`src/rtl/gmii_pkg.sv`:
```
// Shared constants for the GMII receive path.
//   - GMII_PREAMBLE / GMII_SFD : on-wire preamble and start-of-frame bytes
//   - IDLE_S .. DROP_S         : 2-bit receive FSM encoding
//   - GMII_*_FRAME_LEN         : default post-SFD length limits (FCS included)
package gmii_pkg;

   typedef logic [7:0] gmii_byte_t;
   typedef logic [1:0] rx_state_t;

   localparam gmii_byte_t GMII_PREAMBLE = 8'h55;
   localparam gmii_byte_t GMII_SFD      = 8'hD5;

   localparam rx_state_t IDLE_S     = 2'd0;
   localparam rx_state_t PREAMBLE_S = 2'd1;
   localparam rx_state_t DATA_S     = 2'd2;
   localparam rx_state_t DROP_S     = 2'd3;

   localparam int unsigned GMII_MIN_FRAME_LEN = 64;
   localparam int unsigned GMII_MAX_FRAME_LEN = 1522;

   localparam logic [2:0]  PRE_CNT_MAX = 3'd7;
   localparam logic [10:0] LEN_CNT_MAX = 11'h7FF;

endpackage

```
`src/rtl/gmii_rx_byte_delay.sv`:
```
// One-byte holding stage between the receive FSM and the packet interface.
// A byte is only emitted once the next event (another byte, or end of frame)
// is known, so the tail flag can ride on the last byte itself.
// Ports:
//   i_clk, i_rst  : clock, synchronous active-high reset
//   i_start       : new frame accepted; clears hold, arms the head flag
//   i_capture     : iv_data is a frame byte; emit the previously held byte
//   i_flush       : end of frame; emit held byte with tail and i_err verdict
//   ov_data/o_wr/o_head/o_tail/o_err : registered packet outputs
module gmii_rx_byte_delay
   import gmii_pkg::*;
(
   input  logic       i_clk,
   input  logic       i_rst,
   input  logic       i_start,
   input  logic       i_capture,
   input  logic       i_flush,
   input  logic       i_err,
   input  gmii_byte_t iv_data,
   output gmii_byte_t ov_data,
   output logic       o_wr,
   output logic       o_head,
   output logic       o_tail,
   output logic       o_err
);

   gmii_byte_t hold_q;
   logic       hold_vld_q;
   logic       first_q;

   always_ff @(posedge i_clk) begin
      if (i_rst) begin
         hold_q     <= '0;
         hold_vld_q <= 1'b0;
         first_q    <= 1'b0;
         ov_data    <= '0;
         o_wr       <= 1'b0;
         o_head     <= 1'b0;
         o_tail     <= 1'b0;
         o_err      <= 1'b0;
      end else begin
         o_wr   <= 1'b0;
         o_head <= 1'b0;
         o_tail <= 1'b0;
         o_err  <= 1'b0;
         if (i_start) begin
            hold_vld_q <= 1'b0;
            first_q    <= 1'b1;
         end else if (i_capture) begin
            hold_q     <= iv_data;
            hold_vld_q <= 1'b1;
            if (hold_vld_q) begin
               ov_data <= hold_q;
               o_wr    <= 1'b1;
               o_head  <= first_q;
               first_q <= 1'b0;
            end
         end else if (i_flush) begin
            hold_vld_q <= 1'b0;
            // An empty frame has nothing held, so no tail is produced.
            if (hold_vld_q) begin
               ov_data <= hold_q;
               o_wr    <= 1'b1;
               o_head  <= first_q;
               o_tail  <= 1'b1;
               o_err   <= i_err;
               first_q <= 1'b0;
            end
         end
      end
   end

endmodule

```
`src/rtl/gmii_rx_frame_parser.sv`:
```
// GMII receive frame parser (PHY RX clock domain, no CDC inside).
// Strips preamble/SFD, delimits frames with head/tail and gives a per-frame
// verdict based on rx_er and post-SFD length.
// Ports:
//   i_clk, i_rst                       : RX clock, synchronous active-high reset
//   iv_gmii_rxd/i_gmii_rx_dv/i_gmii_rx_er : GMII receive inputs
//   ov_pkt_data/o_pkt_data_wr          : post-SFD byte stream
//   o_pkt_head/o_pkt_tail/o_pkt_err    : frame delimiters and verdict (with tail)
//   o_frame_ok_pulse/o_frame_err_pulse : one pulse per completed frame
//   o_preamble_err_pulse               : one pulse per aborted preamble
module gmii_rx_frame_parser
   import gmii_pkg::*;
#(
   parameter int unsigned MIN_PREAMBLE  = 1,
   parameter int unsigned MIN_FRAME_LEN = GMII_MIN_FRAME_LEN,
   parameter int unsigned MAX_FRAME_LEN = GMII_MAX_FRAME_LEN
) (
   input  logic       i_clk,
   input  logic       i_rst,
   input  logic [7:0] iv_gmii_rxd,
   input  logic       i_gmii_rx_dv,
   input  logic       i_gmii_rx_er,
   output logic [7:0] ov_pkt_data,
   output logic       o_pkt_data_wr,
   output logic       o_pkt_head,
   output logic       o_pkt_tail,
   output logic       o_pkt_err,
   output logic       o_frame_ok_pulse,
   output logic       o_frame_err_pulse,
   output logic       o_preamble_err_pulse
);

   rx_state_t   state_q, state_d;
   logic [2:0]  pre_cnt_q, pre_cnt_d;
   logic [10:0] len_cnt_q, len_cnt_d;
   logic        err_seen_q, err_seen_d;

   logic start, capture, flush, frame_bad;
   logic pre_err_d, frame_ok_d, frame_err_d;

   assign frame_bad = err_seen_q
                    | (32'(len_cnt_q) < MIN_FRAME_LEN)
                    | (32'(len_cnt_q) > MAX_FRAME_LEN);

   always_comb begin
      state_d     = state_q;
      pre_cnt_d   = pre_cnt_q;
      len_cnt_d   = len_cnt_q;
      err_seen_d  = err_seen_q;
      start       = 1'b0;
      capture     = 1'b0;
      flush       = 1'b0;
      pre_err_d   = 1'b0;
      frame_ok_d  = 1'b0;
      frame_err_d = 1'b0;
      case (state_q)
         IDLE_S: begin
            if (i_gmii_rx_dv) begin
               if (iv_gmii_rxd == GMII_PREAMBLE) begin
                  state_d   = PREAMBLE_S;
                  pre_cnt_d = 3'd1;
               end else begin
                  state_d   = DROP_S;
                  pre_err_d = 1'b1;
               end
            end
         end
         PREAMBLE_S: begin
            if (!i_gmii_rx_dv) begin
               state_d   = IDLE_S;
               pre_err_d = 1'b1;
            end else if (i_gmii_rx_er) begin
               state_d   = DROP_S;
               pre_err_d = 1'b1;
            end else if (iv_gmii_rxd == GMII_PREAMBLE) begin
               if (pre_cnt_q != PRE_CNT_MAX) pre_cnt_d = pre_cnt_q + 3'd1;
            end else if ((iv_gmii_rxd == GMII_SFD) && (32'(pre_cnt_q) >= MIN_PREAMBLE)) begin
               state_d    = DATA_S;
               len_cnt_d  = '0;
               err_seen_d = 1'b0;
               start      = 1'b1;
            end else begin
               state_d   = DROP_S;
               pre_err_d = 1'b1;
            end
         end
         DATA_S: begin
            if (i_gmii_rx_dv) begin
               capture = 1'b1;
               if (len_cnt_q != LEN_CNT_MAX) len_cnt_d = len_cnt_q + 11'd1;
               if (i_gmii_rx_er) err_seen_d = 1'b1;
            end else begin
               flush       = 1'b1;
               frame_ok_d  = ~frame_bad;
               frame_err_d = frame_bad;
               state_d     = IDLE_S;
            end
         end
         default: begin // DROP_S
            if (!i_gmii_rx_dv) state_d = IDLE_S;
         end
      endcase
   end

   always_ff @(posedge i_clk) begin
      if (i_rst) begin
         // Start in DROP_S so a reset released mid-frame never syncs on it.
         state_q              <= DROP_S;
         pre_cnt_q            <= '0;
         len_cnt_q            <= '0;
         err_seen_q           <= 1'b0;
         o_frame_ok_pulse     <= 1'b0;
         o_frame_err_pulse    <= 1'b0;
         o_preamble_err_pulse <= 1'b0;
      end else begin
         state_q              <= state_d;
         pre_cnt_q            <= pre_cnt_d;
         len_cnt_q            <= len_cnt_d;
         err_seen_q           <= err_seen_d;
         o_frame_ok_pulse     <= frame_ok_d;
         o_frame_err_pulse    <= frame_err_d;
         o_preamble_err_pulse <= pre_err_d;
      end
   end

   gmii_rx_byte_delay u_byte_delay (
      .i_clk     (i_clk),
      .i_rst     (i_rst),
      .i_start   (start),
      .i_capture (capture),
      .i_flush   (flush),
      .i_err     (frame_bad),
      .iv_data   (iv_gmii_rxd),
      .ov_data   (ov_pkt_data),
      .o_wr      (o_pkt_data_wr),
      .o_head    (o_pkt_head),
      .o_tail    (o_pkt_tail),
      .o_err     (o_pkt_err)
   );

endmodule
```
`config.mk`:
```
export PLATFORM = sky130hd
export DESIGN_NAME = gmii_rx_frame_parser
export DESIGN_NICKNAME = d
export VERILOG_FILES = /design/src/rtl/gmii_pkg.sv /design/src/rtl/gmii_rx_byte_delay.sv /design/src/rtl/gmii_rx_frame_parser.sv
export SDC_FILE = /design/constraint.sdc
export NUM_CORES = 1
export LEC_CHECK = 0
export BUFFER_PORTS_ARGS = -buffer_cell sky130_fd_sc_hd__buf_2
export CORE_MARGIN = 2
export CORE_UTILIZATION = 27
export CTS_CLUSTER_SIZE = 10
export DETAILED_ROUTE_END_ITERATION = 10
export GPL_TIMING_DRIVEN = 0
export MAX_ROUTING_LAYER = met4
export PLACE_DENSITY_LB_ADDON = 0.3
export SLEW_MARGIN = 0
export SYNTH_ARGS = -nofsm -noshare
export SYNTH_HDL_FRONTEND = slang
export SYNTH_SLANG_ARGS = --single-unit
export TNS_END_PERCENT = 100
```
`constraint.sdc`:
```
create_clock -name i_clk -period 2.75 [get_ports i_clk]
set_input_delay 0.4125 -clock i_clk [delete_from_list [all_inputs] [get_ports i_clk]]
set_output_delay 0.4125 -clock i_clk [all_outputs]
set_load 0.01 [all_outputs]
```
Word-level counts from Yosys, hierarchy flattened --
Index checks and enable logic that the tools add are counted.
Word-level totals: bits in registers 42, bits of input ports 12, output and inout bits 15, word-level logic and storage cells 122
Cells by class: add/subtract/negate cells 2, magnitude comparators 3, equality and inequality tests 19, multiplexer cells 60, bitwise logic cells 7, reductions and logical operators 16
Operators by type and width (count):
- $mux 11 | 6
- $mux 1 | 34
- $mux 8 | 3
- $ne 2x2->1 const B | 11
- $pmux 11 s2 | 1
- $reduce_and 7->1 | 3
- $mux 3 | 6
- $mux 2 | 6
- $add 11x1->11 const B | 1
- $gt 11x11->1 const B | 1
- $lt 11x7->1 const B | 1
- $ne 11x11->1 const B | 1
- $eq 8x7->1 const B | 1
- $eq 8x8->1 const B | 1
- $pmux 3 s2 | 1
- $reduce_bool 2->1 | 3
- $reduce_or 3->1 | 2
- $not 1->1 | 5
- $reduce_or 5->1 | 1
- $ne 4x4->1 const B | 1
- $pmux 1 s2 | 2
- $pmux 2 s2 | 1
- $reduce_and 2->1 | 2
- $add 3x1->3 const B | 1
- 11 further kinds | 12

Logic depth before layout (Yosys ltp) --
Gate-level depths: netlist of run 1.
word-level depth 9, gate-level depth with buffers 8, gate-level depth less buffers 7

Modules after synthesis --
Synthesis of run 1 repeated with hierarchy kept, for this count alone.
Unflattened totals: cell total of the unflattened synthesis 190, area, all modules 1843.0 um^2
Modules (own cells, without submodules):
- gmii_rx_frame_parser | times used 1, cells each 128, area an instance 1123.6 um^2, seq. area each 400.4 um^2
- gmii_rx_byte_delay | times used 1, cells each 62, area an instance 719.4 um^2, seq. area each 440.4 um^2

Worst setup path before layout of run 1 --
OpenSTA, ideal clock, no wires.
path type flip-flop to flip-flop, from reg pre_cnt_q[1], to reg len_cnt_q[10], setup time 64 ps, arrival 1854 ps, required time 2686 ps, path slack 832 ps, stages on the path, launching flop included 9, path buffers 1, clock period less this slack 1918 ps, cells stage by stage dfxtp_1 > inv_1 > ha_1 > or4_4 > a41oi_4 > nor3_4 > a21o_1 > buf_6 > nor2_1
Between the ends: longest elaborated chain between the ends 4
RTL lines:
- start, declared | line gmii_rx_frame_parser.sv:34 | logic [2:0] pre_cnt_q, pre_cnt_d;
- start signal, assigned | line gmii_rx_frame_parser.sv:117 | pre_cnt_q <= pre_cnt_d;
- $ge 3x1->1 | line gmii_rx_frame_parser.sv:77 | end else if ((iv_gmii_rxd == GMII_SFD) && (32'(pre_cnt_q) >= MIN_PREAMBLE)) begin
- $logic_and 1x1->1 | line gmii_rx_frame_parser.sv:77
- $ne 2x2->1 (no source line)
- $reduce_and 7->1 (no source line)
- end signal, assigned | line gmii_rx_frame_parser.sv:118 | len_cnt_q <= len_cnt_d;
- end, declared | line gmii_rx_frame_parser.sv:35 | logic [10:0] len_cnt_q, len_cnt_d;
No other way between the ends. A chain may end at the register's enable or synchronous reset.

Worst setup path after layout of run 1 --
from reg pre_cnt_q[1], to reg len_cnt_q[7]
Same word-level chain as after synthesis.

==> flow_summary_export.csv, run 1 <==
group,metric,value,unit
run_status,outcome,"finished clean",
timing,slew_headroom,63.10,%
clock_network,cts_root_buf,"clkbuf_8",
finish,multi_input_area,937.1,um2
timing,drv_slew,0,
power_and_ir_drop,switchingPower,287.0,uW
clock_network,clock_sinks,42,
power_and_ir_drop,swShare,25.70,%
power_and_ir_drop,p_leak,0.0008162,uW
power_and_ir_drop,p_clk_share,36.2,%
drt,firstDrtPassIters,4,
worst_hold_path,holdPathStages,3,
clock_network,h-tree-depth,2,
critical_path,rr_endpoint,"len_cnt_q[7]",
floorplan,die_w,86.73,um
critical_path,arrival,2360,ps
timing,skew,9.788,ps
drt,vias,1510,
critical_path,r2r_slack,620,ps
worst_hold_path,min-delay-path-class,"input pin to flop",
critical_path,crit_start,"pre_cnt_q[1]",
clock_network,cts_buffers,5,
finish,fin_nets,256,
drt,drc,0,
synth,synthArstFlopShare,0,%
timing,layout_setup_ws,617.4,ps
synth,ys_warn_count,0,
drt,antenna_left,0,
global_routing,grt_pass1_vias,1379,
global_routing,antenna_found_initial,0,
critical_path,cpLargestDelayFamily,"compound AO/OA/AOI/OAI gates",
synth,synth_edf_count,0,
finish,final_cells,321,
floorplan,die_h,86.73,um
floorplan,fp.coreArea,6719,um2
critical_path,path_cells,"inv_1 > ha_1 > or4_4 > a41oi_4 > nor3_4 > a21o_1 > buf_6 > nor2_1",
critical_path,critPathSlowestCell,"or4_4",
critical_path,worstPathRequired,2980,ps
drt,wl,4093,um
power_and_ir_drop,p_seq_share,56.0,%
synth,yosysTopAreaCell,"dfxtp_1",
drt,post_drt_wl_per_cell,12.75,um
timing,rsz0062_at_grt,"no",
finish,syn2layout_area_growth,17.33,%
global_routing,grt-ovfl-total,0,
critical_path,path_max_fanout,10,
timing,tns,0,ps
synth,synth_top_area_share,45.50,%
global_routing,track_usage,11.85,%
synth,netlist_top_cells_area,"dfxtp_1, nand2_1, a21oi_1",
clock_network,ctsHoldBuffers,0,
finish,diodes,0,
flow_run,maxCapViolations,0,
timing,finalCriticalPeriod,2133,ps
synth,synth.cell_area,1848,um2
clock_network,cts.repair.resized,0,
critical_path,path_class,"flop to flop",
timing,clock.fmax,468.9,MHz
timing,worst_slew_pin_slew,549.3,ps
synth,yosysUniqueCellTypes,40,
power_and_ir_drop,irDropWorstVdd,0.2368,mV
synth,syn-num-nets,223,
power_and_ir_drop,cellPowerDensity,515.1,nW/um2
critical_path,reg2regPathDepth,8,
critical_path,max_stage_delay,440,ps
timing,finalSetupViolations,0,
finish,drive_above_1_share,18.26,%
place,dp.cells,313,
place,dp_hpwl,2903,um
critical_path,r2r_start,"pre_cnt_q[1]",
floorplan,dieArea,7522,um2
power_and_ir_drop,combPwrFrac,7.8,%
finish,mostFrequentLayoutCells,"dfxtp_1, nand2_1, buf_2",
critical_path,cp_num_cells,8,
global_routing,grt.met3_usage,3.524,%
clock_network,cts_tree,"built",
floorplan,initial_utilization,27.50,%
finish,fill_cells,719,
place,place_ws,639.1,ps
synth,ys_seq_area_share,45.50,%
clock_network,postCtsSetupBuffers,0,
clock_network,path_clk_slew,90,ps
synth,synth_cells,207,
floorplan,rows,30,
drt,drtIter0Drc,74,
global_routing,gr-usage-met1,15.08,%
timing,finalCritPeriodShare,77.55,%
global_routing,busiest_layer,"met2",
critical_path,end_kind,"flop",
global_routing,grtUsageMet2,18.25,%
finish,final_common_cell,"dfxtp_1",
place,port_buffers,26,
clock_network,clock_latency,300,ps
synth,synthFlopType,"dfxtp_1",
power_and_ir_drop,p_int,829.9,uW
synth,syn_avg_cell_area,8.928,um2
drt,viasPerCell,4.704,
global_routing,grt_max_degree,15,
finish,regArea,840.8,um2
critical_path,crit_buf_inv,2,
critical_path,crit_end,"len_cnt_q[7]",
global_routing,grt_pass1_wl,6755,um
synth,ys_seq_elements,42,
clock_network,clock_path_buffers,2,
place,place_congestion,0.7278,
timing,hold_violations,0,
floorplan,ios,27,
critical_path,cp-start-kind,"flop",
[layout make-up]
| type | instances | area share (%) |
|---|---|---|
| Buffer | 11 | 3.058 |
| Timing Repair Buffer | 26 | 6.001 |
| Multi-Input combinational cell | 153 | 43.22 |
| Clock buffer | 5 | 3.174 |
| Inverter | 1 | 0.1731 |
| Clock inverter | 3 | 0.9810 |
| Sequential cell | 42 | 38.78 |
| Tap cell | 80 | 4.616 |
[metrics by stage]
| stage | util [%] | hold WS, ps | total power [uW] | cell area (um2) |
|---|---|---|---|---|
| floorplan | - | 430.7 | 696.3 | 1848 |
| global placement | 30.93 | 443.0 | 726.7 | 2078 |
| detailed placement | 30.93 | 446.7 | 727.4 | 2078 |
| CTS | 32.27 | 348.4 | 1131 | 2168 |
| global route | 32.27 | 348.6 | 1172 | 2168 |
| finish | 32.27 | 357.6 | 1117 | 2168 |
[power groups by stage]
| stage | logic (uW) | clock network (uW) | registers [uW] |
|---|---|---|---|
| 2_1_floorplan | 57.5 | 0 | 639 |
| 3_3_place_gp | 87.4 | 0 | 639 |
| 3_5_place_dp | 88.1 | 0 | 639 |
| 4_1_cts | 88.4 | 417 | 625 |
| 5_1_grt | 97.0 | 448 | 627 |
| 6_report | 87.6 | 404 | 625 |
[registers in the layout (all words and copies together), names as in the netlist, 2 cells and up]
name / count
u_byte_delay.hold_q: 8
pre_cnt_q: 3
u_byte_delay.ov_data: 8
state_q: 2
len_cnt_q: 11
[cells in the mapped netlist (2+ instances only)]
master	count
or2b_1	2
nor3_1	3
nor4_1	8
o21ai_0	3
clkbuf_1	6
a21oi_1	20
a21o_1	2
and4_1	2
nand3b_1	2
buf_2	2
ha_1	4
and3b_1	2
nand2_1	31
dfxtp_1	42
a31oi_1	2
nand4_1	2
xnor2_1	9
nand3_1	11
nor4b_1	2
a211oi_1	2
nor2_1	22
buf_6	3
a211o_1	2
nor2b_1	3
nand2b_1	4
mux2i_1	2
[worst min-delay path, stage by stage]
cell	delay, ps
buf_2	100
nand2_1	50
a21oi_1	50
[per-layer routing]
| layer | up-vias | wire length (um) |
|---|---|---|
| met1 | 692 | 1988 |
| met4 | 0 | 34 |
| met5 | - | 0 |
| li1 | 796 | - |
| met2 | 18 | 1961 |
| met3 | 4 | 109 |
[worst min path at each step]
stage                                        from                       to
final                              iv_gmii_rxd[1]   u_byte_delay.hold_q[1]
after global routing               iv_gmii_rxd[6]   u_byte_delay.hold_q[6]
after CTS                          iv_gmii_rxd[0]   u_byte_delay.hold_q[0]
after detailed placement   u_byte_delay.hold_q[2]   u_byte_delay.hold_q[2]
after global placement    u_byte_delay.ov_data[1]  u_byte_delay.ov_data[1]
after floorplan              u_byte_delay.first_q      u_byte_delay.o_head
[kinds of logic (layout without fill, tap and decap cells)]
kind of cell / after synthesis / in the layout / share of synthesized area [%]
and+or+nand+nor: 102 / 102 / 29.99
xor gates and xnor gates: 9 / 9 / 4.266
buffers and inverters: 12 / 46 / 3.791
adders and majority gates: 4 / 4 / 2.708
muxes: 2 / 2 / 1.083
AOI/OAI and AO/OA: 36 / 36 / 12.66
DFF: 42 / 42 / 45.50
(Power assumes the default switching activity.)
==> inputs of run 2 (changes only) <==
--- a/config.mk
+++ b/config.mk
@@ -5,6 +5,7 @@
 export SDC_FILE = /design/constraint.sdc
 export NUM_CORES = 1
 export LEC_CHECK = 0
+export ABC_AREA = 1
 export BUFFER_PORTS_ARGS = -buffer_cell sky130_fd_sc_hd__buf_2
 export CORE_MARGIN = 2
 export CORE_UTILIZATION = 27
==> constraint.sdc (replaced) <==
create_clock -name i_clk -period 2.1 [get_ports i_clk]
set_input_delay 0.315 -clock i_clk [delete_from_list [all_inputs] [get_ports i_clk]]
set_output_delay 0.315 -clock i_clk [all_outputs]
set_load 0.01 [all_outputs]
==> run 2 against run 1 <==
  * Die area is 14% higher
  * Worst setup slack got worse by 200 ps
  * Clock-buffer cell count is the same
  * Final cell count up 38%
==> flow_summary_export.csv, run 2 <==
group,metric,value,unit
global_routing,track_usage,12.48,%
critical_path,end_kind,"flop",
synth,synth_edf_count,0,
critical_path,arrival,1910,ps
clock_network,path_clk_slew,90,ps
finish,multi_input_area,1095,um2
finish,largest_reg_flops,11,
critical_path,path_max_fanout,10,
synth,synthSimpleGateAreaFrac,35.84,%
worst_hold_path,holdPathStages,3,
synth,ys_seq_area_share,39.74,%
finish,regArea,840.8,um2
synth,yosysTopAreaCell,"dfxtp_1",
synth,ys_seq_elements,42,
clock_network,clock_sinks,42,
drt,antenna_left,0,
critical_path,r2r_slack,420,ps
synth,synth_top_area_share,39.74,%
worst_hold_path,hold_path_end,"u_byte_delay.hold_q[3]",
critical_path,path_class,"flop to flop",
timing,tns,0,ps
critical_path,r2r_start,"len_cnt_q[0]",
floorplan,die_h,92.52,um
critical_path,max_stage_delay,470,ps
place,dp_hpwl,3602,um
finish,mostFrequentLayoutCells,"nand2_1, nor2_1, dfxtp_1",
power_and_ir_drop,p_clk_share,40.3,%
power_and_ir_drop,combPwrFrac,15.1,%
critical_path,cp-start-kind,"flop",
timing,finalCritPeriodShare,80.18,%
synth,syn_avg_cell_area,6.869,um2
clock_network,h-tree-depth,2,
critical_path,worstPathRequired,2330,ps
power_and_ir_drop,irDropWorstVdd,0.2765,mV
finish,diodes,0,
worst_hold_path,holdCritStartpoint,"iv_gmii_rxd[3]",
critical_path,crit_buf_inv,2,
timing,finalSetupViolations,0,
finish,drive_above_1_share,17.60,%
synth,syn-num-nets,324,
timing,worst_slew_pin_slew,612.9,ps
clock_network,cts.repair.resized,0,
timing,skew,11.56,ps
floorplan,dieArea,8560,um2
power_and_ir_drop,p_int,1412,uW
critical_path,rr_endpoint,"len_cnt_q[6]",
global_routing,grt_pass1_wl,8480,um
timing,rsz0062_at_grt,"no",
synth,synth_xor_area_share,1.242,%
drt,post_drt_wl_per_cell,11.00,um
finish,utilization,32.77,%
timing,clock.fmax,593.9,MHz
global_routing,grt-ovfl-total,0,
power_and_ir_drop,cellPowerDensity,777.8,nW/um2
critical_path,crit_path_frequent_cell,"nand2_1",
floorplan,initial_utilization,27.67,%
finish,fin_nets,356,
drt,viasPerCell,4.429,
critical_path,critPathSlowestCell,"dfxtp_1",
global_routing,grt_pass1_vias,1855,
power_and_ir_drop,p_leak,0.001069,uW
critical_path,cpLargestDelayFamily,"flip-flops",
floorplan,die_w,92.52,um
synth,synth.cell_area,2116,um2
critical_path,path_cells,"ha_1 > nand2_1 > inv_1 > nand4_4 > nand3_2 > buf_6 > nand2_1 > a21oi_1",
finish,syn2layout_area_growth,18.45,%
finish,top_register,"len_cnt_q",
drt,wl,4871,um
global_routing,grt_max_degree,15,
power_and_ir_drop,switchingPower,536.9,uW
timing,drv_slew,0,
synth,ys_warn_count,0,
synth,synth_top_family_by_area,"simple AND/OR/NAND/NOR gates",
floorplan,ios,27,
synth,yosysMostFrequentCell,"nand2_1",
global_routing,antenna_found_initial,0,
synth,synthArstFlopShare,0,%
flow_run,maxCapViolations,0,
clock_network,postCtsSetupBuffers,0,
synth,synth_cells,308,
drt,drc,0,
drt,vias,1962,
place,place_congestion,0.8863,
synth,yosysUniqueCellTypes,32,
synth,muxShareOfSynthArea,0,%
clock_network,ctsHoldBuffers,0,
synth,synth_compound_area_share,12.30,%
clock_network,cts_tree,"built",
synth,yosys-top-cells-count,"nand2_1, dfxtp_1, nor2_1",
critical_path,reg2regPathDepth,8,
power_and_ir_drop,power,1949,uW
place,port_buffers,25,
clock_network,clock_path_buffers,2,
worst_hold_path,min-delay-path-class,"input pin to flop",
timing,slew_headroom,59.14,%
finish,final_common_cell,"nand2_1",
timing,finalCriticalPeriod,1684,ps
drt,drtIter0Drc,63,
synth,netlist_top_cells_area,"dfxtp_1, nand2_1, nor2_1",
power_and_ir_drop,p_seq_share,44.5,%
power_and_ir_drop,swShare,27.54,%
synth,synth_adder_area_share,2.365,%
run_status,outcome,"finished clean",
timing,hold_violations,0,
finish,largest_registers,"len_cnt_q (11), u_byte_delay.hold_q (8), u_byte_delay.ov_data (8)",
synth,synthFlopType,"dfxtp_1",
clock_network,cts_buffers,5,
floorplan,fp.coreArea,7647,um2
clock_network,cts_root_buf,"clkbuf_8",
finish,fill_cells,840,
floorplan,rows,32,
clock_network,clock_latency,300,ps
drt,firstDrtPassIters,4,
run 2: changes by cell type after synthesis, sizes merged, moves of 9 or more:
cell / delta
a21oi: +9
nand2: +62
inv: +34
o21ai: +14
nor2: +26
run 2: stage by stage:
step                cells  area, um2  setup slack [ps]  hold WS, ps
finish                443       2506             416.3        271.2
global route          443       2506             238.7        259.6
CTS                   443       2506             400.2        259.4
detailed placement    435       2369             437.4        454.0
global placement      435       2369             417.1        452.2
floorplan             308       2116             663.8        437.8
run 2: worst max-delay path by stage:
stage	cells past startpoint	to	slack, ps	from
2_1_floorplan	8	len_cnt_q[3]	660	len_cnt_q[0]
3_3_place_gp	8	len_cnt_q[3]	420	len_cnt_q[0]
3_5_place_dp	8	len_cnt_q[10]	440	len_cnt_q[0]
4_1_cts	8	len_cnt_q[3]	400	len_cnt_q[0]
5_1_grt	8	len_cnt_q[6]	240	len_cnt_q[0]
6_report	8	len_cnt_q[6]	420	len_cnt_q[0]
run 2: tightest hold or removal path, stage by stage:
cell and delay (ps):
buf_2 90, inv_1 60, a21oi_1 60
run 2: area by class of cell:
| class | count | area share (%) |
|---|---|---|
| plain buffers | 9 | 1.947 |
| clock buffers | 5 | 2.746 |
| clock inverters | 3 | 2.746 |
| inverters | 35 | 5.242 |
| multi-input cells | 222 | 43.68 |
| flip-flops and latches | 42 | 33.55 |
| well taps | 102 | 5.092 |
| repair buffers | 25 | 4.993 |
run 2: logic make-up after synthesis:
kind of cell               Yosys count
DFF                                 42
AOI/OAI and AO/OA                   49
xor gates and xnor gates             3
buffers and inverters               44
adders and majority gates            4
and+or+nand+nor                    166
run 2: power groups by stage:
stage / combinational [uW] / clock [uW] / sequential, uW
floorplan: 215 / 0 / 882
global placement: 295 / 0 / 886
detailed placement: 297 / 0 / 887
CTS: 298 / 803 / 868
global route: 332 / 839 / 874
finish: 295 / 786 / 868
run 2: per-layer routing:
| layer | wire length (um) | track usage (%) |
|---|---|---|
| met1 | 2376 | 15.98 |
| met5 | 0 | - |
| met3 | 217 | 2.441 |
| met4 | 19 | 2.239 |
| met2 | 2257 | 20.74 |
==> inputs of run 3 (changes only) <==
--- a/config.mk
+++ b/config.mk
@@ -5,7 +5,7 @@
 export SDC_FILE = /design/constraint.sdc
 export NUM_CORES = 1
 export LEC_CHECK = 0
-export ABC_AREA = 1
+export ABC_AREA = 0
 export BUFFER_PORTS_ARGS = -buffer_cell sky130_fd_sc_hd__buf_2
 export CORE_MARGIN = 2
 export CORE_UTILIZATION = 27
==> constraint.sdc (replaced) <==
create_clock -name i_clk -period 1.4 [get_ports i_clk]
set_input_delay 0.21 -clock i_clk [delete_from_list [all_inputs] [get_ports i_clk]]
set_output_delay 0.21 -clock i_clk [all_outputs]
set_load 0.01 [all_outputs]
==> run 3 against run 2 <==
  * The flow now finishes with violations (negative setup slack)
  * Routed wire length down 13%
  * Hold slack worse by 120 ps
  * Maximum frequency down 7.8%
  * First-iteration DRC count up 21%
  * Cell area down 2.2%
  * Via count down 17%
  * Die area down 12%
  * Worst setup slack worse by 840 ps
  * Register-to-register slack worse by 840 ps
  * Critical path depth unchanged
  * Global-route usage down 0.17 points
  * Sequential power up 42%
  * Critical endpoint is now len_cnt_q[0]
==> flow_summary_export.csv, run 3 (synthesis results as in run 1) <==
group,metric,value,unit
run_status,outcome,"finished with violations",
run_status,violations,"negative setup slack",
drt,vias,1629,
drt,wl,4261,um
timing,drv_slew,0,
finish,largest_reg_flops,11,
critical_path,end_kind,"flop",
global_routing,grt_max_degree,14,
power_and_ir_drop,irDropWorstVdd,0.3042,mV
global_routing,track_usage,12.31,%
finish,design_area,2450,um2
finish,fill_cells,699,
timing,skew,10.35,ps
timing,hold_violations,0,
drt,firstDrtPassIters,4,
finish,mostFrequentLayoutCells,"dfxtp_1, nand2_1, buf_2",
drt,viasPerCell,4.863,
timing,finalSetupViolations,19,
critical_path,critPathSlowestCell,"or4_4",
finish,multi_input_area,1060,um2
critical_path,worstPathRequired,1630,ps
drt,antenna_left,0,
critical_path,r2r_start,"pre_cnt_q[1]",
finish,drive_above_1_share,35.69,%
global_routing,antenna_found_initial,0,
timing,hold_ws,150.5,ps
critical_path,rr_endpoint,"len_cnt_q[0]",
finish,syn2layout_area_growth,32.57,%
floorplan,ios,27,
flow_run,maxCapViolations,0,
power_and_ir_drop,p_seq_share,54.0,%
drt,post_drt_wl_per_cell,12.72,um
drt,drc,0,
finish,top_register,"len_cnt_q",
power_and_ir_drop,swShare,24.74,%
timing,slew_headroom,57.61,%
place,dp_hpwl,2872,um
clock_network,cts_root_buf,"clkbuf_8",
drt,drtIter0Drc,76,
clock_network,clock_latency,300,ps
finish,regArea,852.1,um2
power_and_ir_drop,cellPowerDensity,926.7,nW/um2
clock_network,cts_buffers,5,
floorplan,die_w,86.73,um
critical_path,cp-start-kind,"flop",
floorplan,fp.coreArea,6719,um2
power_and_ir_drop,power,2270,uW
power_and_ir_drop,p_int,1709,uW
timing,clock.fmax,547.5,MHz
place,post_dp_cell_area,2088,um2
place,place_congestion,0.8111,
critical_path,arrival,2060,ps
floorplan,die_h,86.73,um
worst_hold_path,min-delay-path-class,"input pin to flop",
place,dp.cells,313,
clock_network,h-tree-depth,2,
clock_network,path_clk_slew,90,ps
timing,finalCriticalPeriod,1826,ps
floorplan,initial_utilization,27.50,%
finish,final_common_cell,"dfxtp_1",
finish,fin_nets,270,
floorplan,dieArea,7522,um2
timing,finalCritPeriodShare,130.5,%
critical_path,path_class,"flop to flop",
worst_hold_path,holdCritStartpoint,"iv_gmii_rxd[5]",
finish,diodes,0,
place,port_buffers,26,
critical_path,path_cells,"inv_2 > ha_4 > or4_4 > a41oi_4 > nor3_4 > a21o_1 > buf_6 > nor2_1",
global_routing,grt-ovfl-total,0,
floorplan,rows,30,
critical_path,reg2regPathDepth,8,
worst_hold_path,holdPathStages,3,
critical_path,r2r_slack,-430,ps
timing,worst_slew_pin_slew,635.9,ps
clock_network,ctsHoldBuffers,0,
worst_hold_path,hold_path_end,"u_byte_delay.hold_q[5]",
power_and_ir_drop,combPwrFrac,10.1,%
clock_network,clock_path_buffers,2,
clock_network,clock_sinks,42,
clock_network,cts_tree,"built",
critical_path,max_stage_delay,430,ps
power_and_ir_drop,switchingPower,561.8,uW
timing,layout_setup_ws,-426.4,ps
timing,rsz0062_at_grt,"yes",
power_and_ir_drop,p_clk_share,35.9,%
power_and_ir_drop,p_leak,0.0009282,uW
finish,largest_registers,"len_cnt_q (11), u_byte_delay.hold_q (8), u_byte_delay.ov_data (8)",
global_routing,grt_pass1_wl,7017,um
critical_path,path_max_fanout,5,
finish,final_cells,335,
global_routing,grt_pass1_vias,1432,
-- run 3: cell count changes in the layout (fill, tap and decap cells not counted), moves of 5 or more --
| cell | change |
|---|---|
| inv_1 | -30 |
| a21oi_1 | -9 |
| o21ai_0 | -15 |
| nor2_1 | -28 |
| buf_4 | +12 |
| xnor2_1 | +8 |
| dfxtp_1 | -5 |
| nand2_1 | -58 |
| buf_6 | +5 |
| nor4_1 | +7 |
-- run 3: layout make-up --
| type | instances | area share [%] |
|---|---|---|
| Multi-Input combinational cell | 153 | 43.26 |
| Sequential cell | 42 | 34.78 |
| Timing Repair Buffer | 40 | 9.908 |
| Tap cell | 80 | 4.086 |
| Buffer | 11 | 3.933 |
| Clock buffer | 6 | 3.371 |
| Clock inverter | 2 | 0.5107 |
| Inverter | 1 | 0.1532 |
-- run 3: critical path, delay by kind of cell (launching register included) --
kind                       cells  cell delay [ps]
buffers and inverters          2              190
AOI/OAI and AO/OA              2              480
DFF                            1              360
adders and majority gates      1              140
and+or+nand+nor                3              590
-- run 3: power groups by stage --
stage	Combinational [uW]	Sequential [uW]	Clock, uW
after global routing	250	1230	893
after floorplan	114	1250	0
final	230	1230	814
after CTS	204	1230	843
after global placement	173	1260	0
after detailed placement	174	1260	0
-- run 3: stage by stage --
stage | TNS (ps) | setup slack, ps | utilization [%]
detailed placement | -10090 | -570.2 | 31.08
global placement | -9239 | -536.4 | 31.08
global route | -8374 | -519.1 | 36.46
floorplan | -4681 | -368.7 | -
finish | -6436 | -426.4 | 36.46
CTS | -7112 | -483.4 | 34.60
-- run 3: how the worst max path moves through the flow --
| stage | startpoint | to | slack, ps | cells past startpoint |
|---|---|---|---|---|
| CTS | pre_cnt_q[1] | len_cnt_q[8] | -480 | 8 |
| floorplan | pre_cnt_q[1] | len_cnt_q[10] | -370 | 8 |
| global placement | pre_cnt_q[1] | len_cnt_q[9] | -540 | 8 |
| global route | pre_cnt_q[1] | len_cnt_q[7] | -520 | 8 |
| detailed placement | pre_cnt_q[1] | len_cnt_q[8] | -570 | 8 |
| finish | pre_cnt_q[1] | len_cnt_q[0] | -430 | 8 |
-- run 3: timing repair --
item                                    CTS  global route
endpoints found under the setup margin   39            40
cloned                                    1             0
pin swaps                                10            13
gates resized for setup                  17            30
buffers inserted                          8             5
-- run 3: routing by layer --
metal  up-vias  global-route usage (%)  part of all wire, %
met4         0                   5.398                  2.2
met3         7                   3.429                  4.7
met1       760                   16.28                   47
met5         -                       -                    0
li1        825                       -                    -
met2        37                   17.48                   46
